File: src/rtl/lcv_mul_seq_pkg.sv
// Shared types and constants for the sequential WIDTHxWIDTH multiplier.
// The multiplier builds its product from four half-width partial products.
package lcv_mul_seq_pkg;

    typedef enum logic [1:0] {
        IDLE  = 2'd0,
        ISSUE = 2'd1,
        DRAIN = 2'd2,
        DONE  = 2'd3
    } state_e;

    localparam int PP_IDX_W = 2;

    typedef logic [PP_IDX_W-1:0] pp_idx_t;

    localparam pp_idx_t PP_FIRST = 2'd0;
    localparam pp_idx_t PP_LAST  = 2'd3;

    // Partial products are issued as lo*lo, lo*hi, hi*lo, hi*hi.
    // Their weights are 2^0, 2^H, 2^H and 2^(2H).
    function automatic int pp_shift(pp_idx_t idx, int h);
        int sh;
        sh = 0;
        case (idx)
            2'd0:    sh = 0;
            2'd1:    sh = h;
            2'd2:    sh = h;
            default: sh = 2 * h;
        endcase
        return sh;
    endfunction

endpackage

File: src/rtl/lcv_mul_seq_if.sv
// Operand/product handshake bundle for lcv_mul_seq.
// The master offers operands and takes products; the slave is the multiplier.
interface lcv_mul_seq_if #(
    parameter int WIDTH = 32
);

    logic                 inp_valid;
    logic                 inp_ready;
    logic [WIDTH-1:0]     inp_a;
    logic [WIDTH-1:0]     inp_b;
    logic                 outp_valid;
    logic                 outp_ready;
    logic [2*WIDTH-1:0]   outp_data;

    modport master (
        output inp_valid,
        output inp_a,
        output inp_b,
        output outp_ready,
        input  inp_ready,
        input  outp_valid,
        input  outp_data
    );

    modport slave (
        input  inp_valid,
        input  inp_a,
        input  inp_b,
        input  outp_ready,
        output inp_ready,
        output outp_valid,
        output outp_data
    );

endinterface

File: src/rtl/lcv_umul_del1.sv
// Registered unsigned HxH -> 2H multiplier with one cycle of latency.
// Kept as a bare multiply-plus-register so synthesis maps it onto a DSP slice.
module lcv_umul_del1 #(
    parameter int H = 16
) (
    input  logic           clk,
    input  logic [H-1:0]   a_i,
    input  logic [H-1:0]   b_i,
    output logic [2*H-1:0] p_o
);

    (* use_dsp = "yes" *) logic [2*H-1:0] p_q;

    // NOTE: this pipeline register is deliberately left without reset; a reset
    // would keep it out of the DSP's internal register, and downstream logic
    // only consumes it when a separately reset valid tag says so.
    always_ff @(posedge clk) begin
        p_q <= {{H{1'b0}}, a_i} * {{H{1'b0}}, b_i};
    end

    assign p_o = p_q;

endmodule

File: src/rtl/lcv_mul_seq.sv
// Sequential unsigned WIDTHxWIDTH multiplier: four half-width partial products
// pass through one registered multiplier and are shift-accumulated into 2*WIDTH bits.
module lcv_mul_seq
    import lcv_mul_seq_pkg::*;
#(
    parameter int WIDTH = 32
) (
    input  logic         clk,
    input  logic         rst,
    lcv_mul_seq_if.slave bus
);

    localparam int H  = WIDTH / 2;
    localparam int PW = 2 * WIDTH;

    state_e           state_q, state_d;
    pp_idx_t          idx_q, idx_d;
    logic [WIDTH-1:0] a_q, a_d;
    logic [WIDTH-1:0] b_q, b_d;
    logic [PW-1:0]    acc_q, acc_d;
    logic             pp_vld_q, pp_vld_d;
    pp_idx_t          pp_tag_q, pp_tag_d;

    logic [H-1:0]     mul_a;
    logic [H-1:0]     mul_b;
    logic [WIDTH-1:0] mul_p;
    logic [PW-1:0]    pp_aligned;
    logic             accept;
    logic             release_out;

    assign accept      = bus.inp_valid  && (state_q == IDLE);
    assign release_out = bus.outp_ready && (state_q == DONE);

    // Select the halves for the partial product currently being issued.
    always_comb begin
        mul_a = a_q[H-1:0];
        mul_b = b_q[H-1:0];
        case (idx_q)
            2'd1: begin
                mul_b = b_q[WIDTH-1:H];
            end
            2'd2: begin
                mul_a = a_q[WIDTH-1:H];
            end
            2'd3: begin
                mul_a = a_q[WIDTH-1:H];
                mul_b = b_q[WIDTH-1:H];
            end
            default: begin
                mul_a = a_q[H-1:0];
                mul_b = b_q[H-1:0];
            end
        endcase
    end

    lcv_umul_del1 #(
        .H (H)
    ) u_umul (
        .clk (clk),
        .a_i (mul_a),
        .b_i (mul_b),
        .p_o (mul_p)
    );

    // The product register lags the issue index by one cycle, so the weight
    // travels alongside it in pp_tag_q.
    assign pp_aligned = {{WIDTH{1'b0}}, mul_p} << pp_shift(pp_tag_q, H);

    // NOTE: every signal written here gets a default first, so no path through
    // the case statement can leave one unassigned and infer a latch.
    always_comb begin
        state_d  = state_q;
        idx_d    = idx_q;
        a_d      = a_q;
        b_d      = b_q;
        acc_d    = acc_q;
        pp_vld_d = (state_q == ISSUE);
        pp_tag_d = idx_q;

        if (pp_vld_q) begin
            acc_d = acc_q + pp_aligned;
        end

        case (state_q)
            IDLE: begin
                if (accept) begin
                    state_d = ISSUE;
                    a_d     = bus.inp_a;
                    b_d     = bus.inp_b;
                    acc_d   = '0;
                    idx_d   = PP_FIRST;
                end
            end
            ISSUE: begin
                idx_d = idx_q + pp_idx_t'(1);
                if (idx_q == PP_LAST) begin
                    state_d = DRAIN;
                end
            end
            DRAIN: begin
                state_d = DONE;
            end
            DONE: begin
                if (release_out) begin
                    state_d = IDLE;
                end
            end
            default: begin
                state_d = IDLE;
            end
        endcase
    end

    // NOTE: sequential state uses non-blocking assignments only, so every
    // register samples the pre-edge value of every other register.
    always_ff @(posedge clk) begin
        if (rst) begin
            state_q  <= IDLE;
            idx_q    <= PP_FIRST;
            a_q      <= '0;
            b_q      <= '0;
            acc_q    <= '0;
            pp_vld_q <= 1'b0;
            pp_tag_q <= PP_FIRST;
        end else begin
            state_q  <= state_d;
            idx_q    <= idx_d;
            a_q      <= a_d;
            b_q      <= b_d;
            acc_q    <= acc_d;
            pp_vld_q <= pp_vld_d;
            pp_tag_q <= pp_tag_d;
        end
    end

    assign bus.inp_ready  = (state_q == IDLE);
    assign bus.outp_valid = (state_q == DONE);
    assign bus.outp_data  = acc_q;

endmodule

File: src/flat_wrapper.sv
// flat-port wrapper written by rule: the top's interface ports become plain ports
module lcv_mul_seq_flat import lcv_mul_seq_pkg::*;
#(
    parameter int WIDTH = 32
)
  (clk, rst, bus_inp_valid, bus_inp_a, bus_inp_b, bus_outp_ready, bus_inp_ready, bus_outp_valid, bus_outp_data);
  lcv_mul_seq_if #(.WIDTH(WIDTH)) bus_i ();
  input  logic clk;
  input  logic rst;
  input wire logic [$bits(bus_i.inp_valid)-1:0] bus_inp_valid;
  input wire logic [$bits(bus_i.inp_a)-1:0] bus_inp_a;
  input wire logic [$bits(bus_i.inp_b)-1:0] bus_inp_b;
  input wire logic [$bits(bus_i.outp_ready)-1:0] bus_outp_ready;
  output wire logic [$bits(bus_i.inp_ready)-1:0] bus_inp_ready;
  output wire logic [$bits(bus_i.outp_valid)-1:0] bus_outp_valid;
  output wire logic [$bits(bus_i.outp_data)-1:0] bus_outp_data;
  assign bus_i.inp_valid = bus_inp_valid;
  assign bus_i.inp_a = bus_inp_a;
  assign bus_i.inp_b = bus_inp_b;
  assign bus_i.outp_ready = bus_outp_ready;
  assign bus_inp_ready = bus_i.inp_ready;
  assign bus_outp_valid = bus_i.outp_valid;
  assign bus_outp_data = bus_i.outp_data;
  lcv_mul_seq #(.WIDTH(WIDTH)) u_core (.clk(clk), .rst(rst), .bus(bus_i));
endmodule
File: config.mk
export PLATFORM = sky130hd
export DESIGN_NAME = lcv_mul_seq_flat
export DESIGN_NICKNAME = d
export VERILOG_FILES = /design/src/rtl/lcv_mul_seq_pkg.sv /design/src/rtl/lcv_mul_seq_if.sv /design/src/rtl/lcv_umul_del1.sv /design/src/rtl/lcv_mul_seq.sv /design/src/flat_wrapper.sv
export SDC_FILE = /design/constraint.sdc
export NUM_CORES = 1
export LEC_CHECK = 0
export CORE_MARGIN = 5
export CORE_UTILIZATION = 61
export DETAILED_ROUTE_END_ITERATION = 12
export PLACE_DENSITY_LB_ADDON = 0.25
export SLEW_MARGIN = 10
export SYNTH_ARGS = -nofsm -noshare
export SYNTH_HDL_FRONTEND = slang
export SYNTH_SLANG_ARGS = --single-unit
File: constraint.sdc
create_clock -name clk -period 12.6 [get_ports clk]
set_input_delay 2.52 -clock clk [delete_from_list [all_inputs] [get_ports clk]]
set_output_delay 2.52 -clock clk [all_outputs]
set_load 0.02 [all_outputs]
* Yosys cells after proc, flatten, opt, wreduce, memory -nomap -nowiden *
Cells that the tools add are included.

storage, ports and cells
  register bits after elaboration = 167
  bits of input ports = 68

operators by class
  $add $sub $neg = 2
  multiply operators = 1
  eq/ne operators = 11
  shift-type cells = 1
  multiplexer cells = 12
  reduce and logical (&&, ||, !) cells = 11

operators by type and width
  cell                                                    count
  2-to-1 mux 64 bit                                       3
  adder 64 bit                                            1
  left shift 32 x 6 -> 64 bit                             1
  multiplier 16 x 16 -> 32 bit                            1
  2-to-1 mux 16 bit                                       2
  one-hot mux 6 bit (2 select lines)                      1
  equality test 2 bit (second input constant)             5
  2-to-1 mux 2 bit                                        4
  one-hot mux 2 bit (4 select lines)                      1
  equality test 2 x 1 -> 1 bit (second input constant)    3
  OR reduction 2 bit                                      3
  logical NOT 2 bit                                       2
  inequality test 2 x 1 -> 1 bit (second input constant)  2
  one-hot mux 2 bit (2 select lines)                      1
  AND reduction 2 bit                                     2
  AND reduction 3 bit                                     1
  adder 2 x 1 -> 2 bit (second input constant)            1
  logical AND 1 bit                                       2
  inequality test 2 bit (second input constant)           1
  nonzero test 2 bit                                      1

* Longest topological paths before layout *
  depth in word-level cells = 8
  mapped depth = 29

* Hierarchy *
A second synthesis with hierarchy kept.

second synthesis, totals
  cells, all modules = 2283
  area, all modules = 18803.0 um^2

by module, submodules not included
  module         times used  cells each  area each (um^2)  sequential area each (um^2)
  lcv_mul_seq    1           1261        9551.7            2702.6
  lcv_umul_del1  1           1022        9251.4            640.6

* Least setup slack after synthesis *
OpenSTA, ideal clock, no wires.

  kind = register -> register
  from = register u_core.idx_q[0]
  to = register u_core.u_umul.p_q[31], in the netlist u_core.u_umul.p_o[31]
  library setup time = 72 ps
  data arrival time = 7442 ps
  required time = 12528 ps
  path slack = 5086 ps
  stages on the path, launching flop included = 29
  path buffers = 2
  clock period less this slack = 7514 ps
  cell sequence = dfxtp_1 inv_1 ha_1 nor2_1 clkbuf_1 buf_1 mux2i_1 nor2_1 fa_1 inv_1 fa_1 fa_1 fa_1 inv_1 fa_1 inv_1 fa_1 inv_1 ha_1 and4_1 and2_1 a211oi_2 a21o_1 a21oi_1 a41oi_1 a21oi_1 a21o_1 a21oi_1 xnor2_1

on the way
  word-level cells in the longest chain between the ends = 4
  elaborated cells between the ends (all ways) = 8
  those cells by class = 1 x mul; 3 x eq/ne; 2 x mux; 2 x reduce/logical

ends and longest elaborated chain
  element                                                              RTL line             text
  start: declaration                                                   lcv_mul_seq.sv:17    pp_idx_t idx_q, idx_d;
  start signal: assignment                                             lcv_mul_seq.sv:127   idx_q <= idx_d;
  equality test 2 bit or equality test 2 x 1 -> 1 bit (tied branches)  lcv_mul_seq.sv:38    case (idx_q)
  OR reduction 2 bit (no source line)                                  n/a
  2-to-1 mux 16 bit                                                    lcv_mul_seq.sv:38
  multiplier 16 x 16 -> 32 bit *                                       lcv_umul_del1.sv:18  p_q <= {{H{1'b0}}, a_i} * {{H{1'b0}}, b_i};
  end signal: assignment                                               lcv_umul_del1.sv:18
  end: declaration                                                     lcv_umul_del1.sv:12  (* use_dsp = "yes" *) logic [2*H-1:0] p_q;

Every way passes the cells marked *; elsewhere a longest branch is shown, timed or not.
A chain may end at the register's enable or synchronous reset.

* Final worst setup path *
  from = register u_core.idx_q[0]
  to = register u_core.u_umul.p_q[28], in the netlist u_core.u_umul.p_o[28]

Same word-level chain as after synthesis.

==> results_dict.tcl <==
set metrics [dict create \
    status "finished, final reports clean" \
    drive_above_1_share_pct 4.93 \
    synth_fp_nets 2707 \
    yosysWarnings 0 \
    avgViaCountPerCell 5.81 \
    grt_pass1_vias 16260 \
    maxCapViolCount 0 \
    ios 134 \
    timing.final.ws_setup_ns 4.23 \
    grt_overflow 0 \
    cp-start-kind "register" \
    skew_ns 0.0178 \
    ys_ff_latch 167 \
    drt_wl_total_mm 53.1 \
    cp_common_cell "fa_1" \
    maxSlewHeadroom_pct 19.0 \
    rows 64 \
    cp_data_arrival_time_ns 8.71 \
    grt_pass1_wl_mm 84.9 \
    dr.pass1.iters 5 \
    hpwl_mm 42.5 \
    powerDensity_nw_per_um2 116 \
    min_period_over_period_pct 66.4 \
    cts_tree "yes" \
    pre_cts_ws_ns 4.33 \
    rsz0062_at_grt "false" \
    slew_violations 0 \
    fin_nets 2777 \
    initial_core_util_pct 61.4 \
    insertion_delay_ns 0.46 \
    areaGrowthSynthToFinish_pct 11.1 \
    synth-main-ff-cell "dfxtp_1" \
    fillerInstances 2615 \
    cts_resized 0 \
    synth.distinct_cells 75 \
    final_util_pct 68.2 \
    grt.total_usage_pct 31.5 \
    cts_sinks 167 \
    io_buffers 133 \
    hold_violations 0 \
    cts_htree_levels 4 \
    antenna_found_initial 0 \
    max_freq_mhz 119 \
    worstPathRequired_ns 12.94 \
    ys_seq_area_share_pct 17.9 \
    synth_edf_count 0 \
    antennaDiodeCount 0 \
    final_cell_mix "nand2_1, inv_1, nor2_1" \
    ir_worst_vdd_uv 166 \
    cts_buffers 17 \
    cts_hold_buf 0 \
    cts_root_buffer "clkbuf_16" \
    leakage_nw 9.58 \
    die_h_um 185 \
    fin_tns_setup_ns 0 \
    cts_setup_buffers 0 \
    worst_hold_slack_ns 0.461 \
    min-delay-path-class "reg -> reg" \
    core_um2 30400 \
    async_reset_ff_share_pct 0 \
    die_w_um 185 \
    max_stage_delay_ns 1.04 \
    setup_viol 0 \
    final_common_cell "nand2_1" \
    ant_nets 0 \
    die_area_um2 34200 \
    crit_path_end_kind "register" \
    grt_start_max_net_pins 75 \
    worst_pin_slew_ns 1.18 \
    slowest_stage "mux2i_1" \
    drtIter0Drc 877 \
    wire_per_inst_um 19.3 \
    drc 0 \
    vias 15965 \
    syn_area_um2 18700 \
    avgSynthCellArea_um2 8.23 \
    crit_type "reg -> reg" \
    cts_buffer_depth 2 \
    gp_congestion 0.979 \
    path_clk_slew_ns 0.07 \
    syn_inst 2269 \
    path_max_fanout 32 \
    fin_crit_ns 8.37 \
]
-- area by class of cell --
type	count	area (µm²)	share of cell area (%)
Multi-Input combinational cell	1737	13900	66.8
Sequential cell	167	3340	16.1
Clock inverter	11	111	0.537
Timing Repair Buffer	153	1480	7.11
Clock buffer	21	470	2.27
Tap cell	396	495	2.39
Inverter	263	987	4.76
-- state kept, by name (all words and copies together) (netlist names) --
signal	cells
u_core.bus.outp_data	64
u_core.idx_q	2
u_core.state_q	2
u_core.pp_vld_q	1
u_core.b_q	32
u_core.pp_tag_q	2
u_core.u_umul.p_o	32
u_core.a_q	32
-- cells by family (layout without fill, tap and decap cells) --
logic type	count (synthesis)	count (layout)	synth area share, %
adder cells (fa/ha/maj)	370	370	32.6
flip-flops	167	167	17.9
multiplexers	112	112	6.20
AND/OR/NAND/NOR	759	759	17.4
buffers and inverters	365	448	7.96
AO/OA/AOI/OAI	417	417	14.2
XOR/XNOR	79	79	3.70
-- path summary, 6_finish.rpt --
check	cells past startpoint	from	slack, ns	to
worst max-delay path	26	u_core.idx_q[0]	4.23	u_core.u_umul.p_o[28]
worst min-delay path	2	u_core.b_q[22]	0.46	u_core.b_q[22]
worst min register to register	2	u_core.b_q[22]	0.46	u_core.b_q[22]
worst max register to register	26	u_core.idx_q[0]	4.23	u_core.u_umul.p_o[28]
-- Yosys cell counts, types with 25 or more instances --
cell type | n | area share [%]
nand2_1 | 334 | 6.7
inv_1 | 262 | 5.3
nor2_1 | 257 | 5.2
fa_1 | 195 | 21
ha_1 | 175 | 12
a21oi_1 | 173 | 4.6
dfxtp_1 | 167 | 18
mux2i_1 | 83 | 4.4
clkbuf_1 | 70 | 1.4
o21ai_0 | 61 | 1.6
xnor2_1 | 57 | 2.7
a21o_1 | 45 | 1.8
nand3_1 | 33 | 0.88
mux2_2 | 29 | 1.7
nand4_1 | 25 | 0.84
o21bai_1 | 25 | 1.0
-- power breakdown --
group | total (mW) | internal [mW] | switching, mW
logic | 1.19 | 0.421 | 0.766
clock network | 0.530 | 0.291 | 0.239
registers | 0.689 | 0.610 | 0.0793
-- worst max-delay path, delay by kind of cell, from the launching register on --
| family | cells | cell delay, ns |
|---|---|---|
| flops | 1 | 0.41 |
| simple gates | 6 | 1.42 |
| mux | 1 | 1.04 |
| xor+xnor | 1 | 0.12 |
| fa+ha+maj | 8 | 3.55 |
| buf+inv | 5 | 0.30 |
| compound gates | 5 | 1.39 |
-- stage by stage --
| step | std cells | instance area [µm²] | power (mW) |
|---|---|---|---|
| 2_1_floorplan | 2269 | 18700 | 1.51 |
| 3_3_place_gp | 2716 | 20200 | 1.84 |
| 3_5_place_dp | 2716 | 20200 | 1.87 |
| 4_1_cts | 2748 | 20800 | 2.40 |
| 5_1_grt | 2748 | 20800 | 2.56 |
| 6_report | 2748 | 20800 | 2.41 |
-- routing by layer --
| metal | part of all wire [%] | wire (µm) | GRT usage (%) | vias up |
|---|---|---|---|---|
| li1 | - | - | - | 7606 |
| met1 | 41 | 22000 | 39.4 | 7651 |
| met2 | 49 | 25900 | 54.8 | 577 |
| met3 | 5.7 | 3010 | 4.18 | 131 |
| met4 | 4.2 | 2240 | 13.2 | 0 |
| met5 | 0 | 0 | 0 | - |
Power figures use the tool's default switching activity.
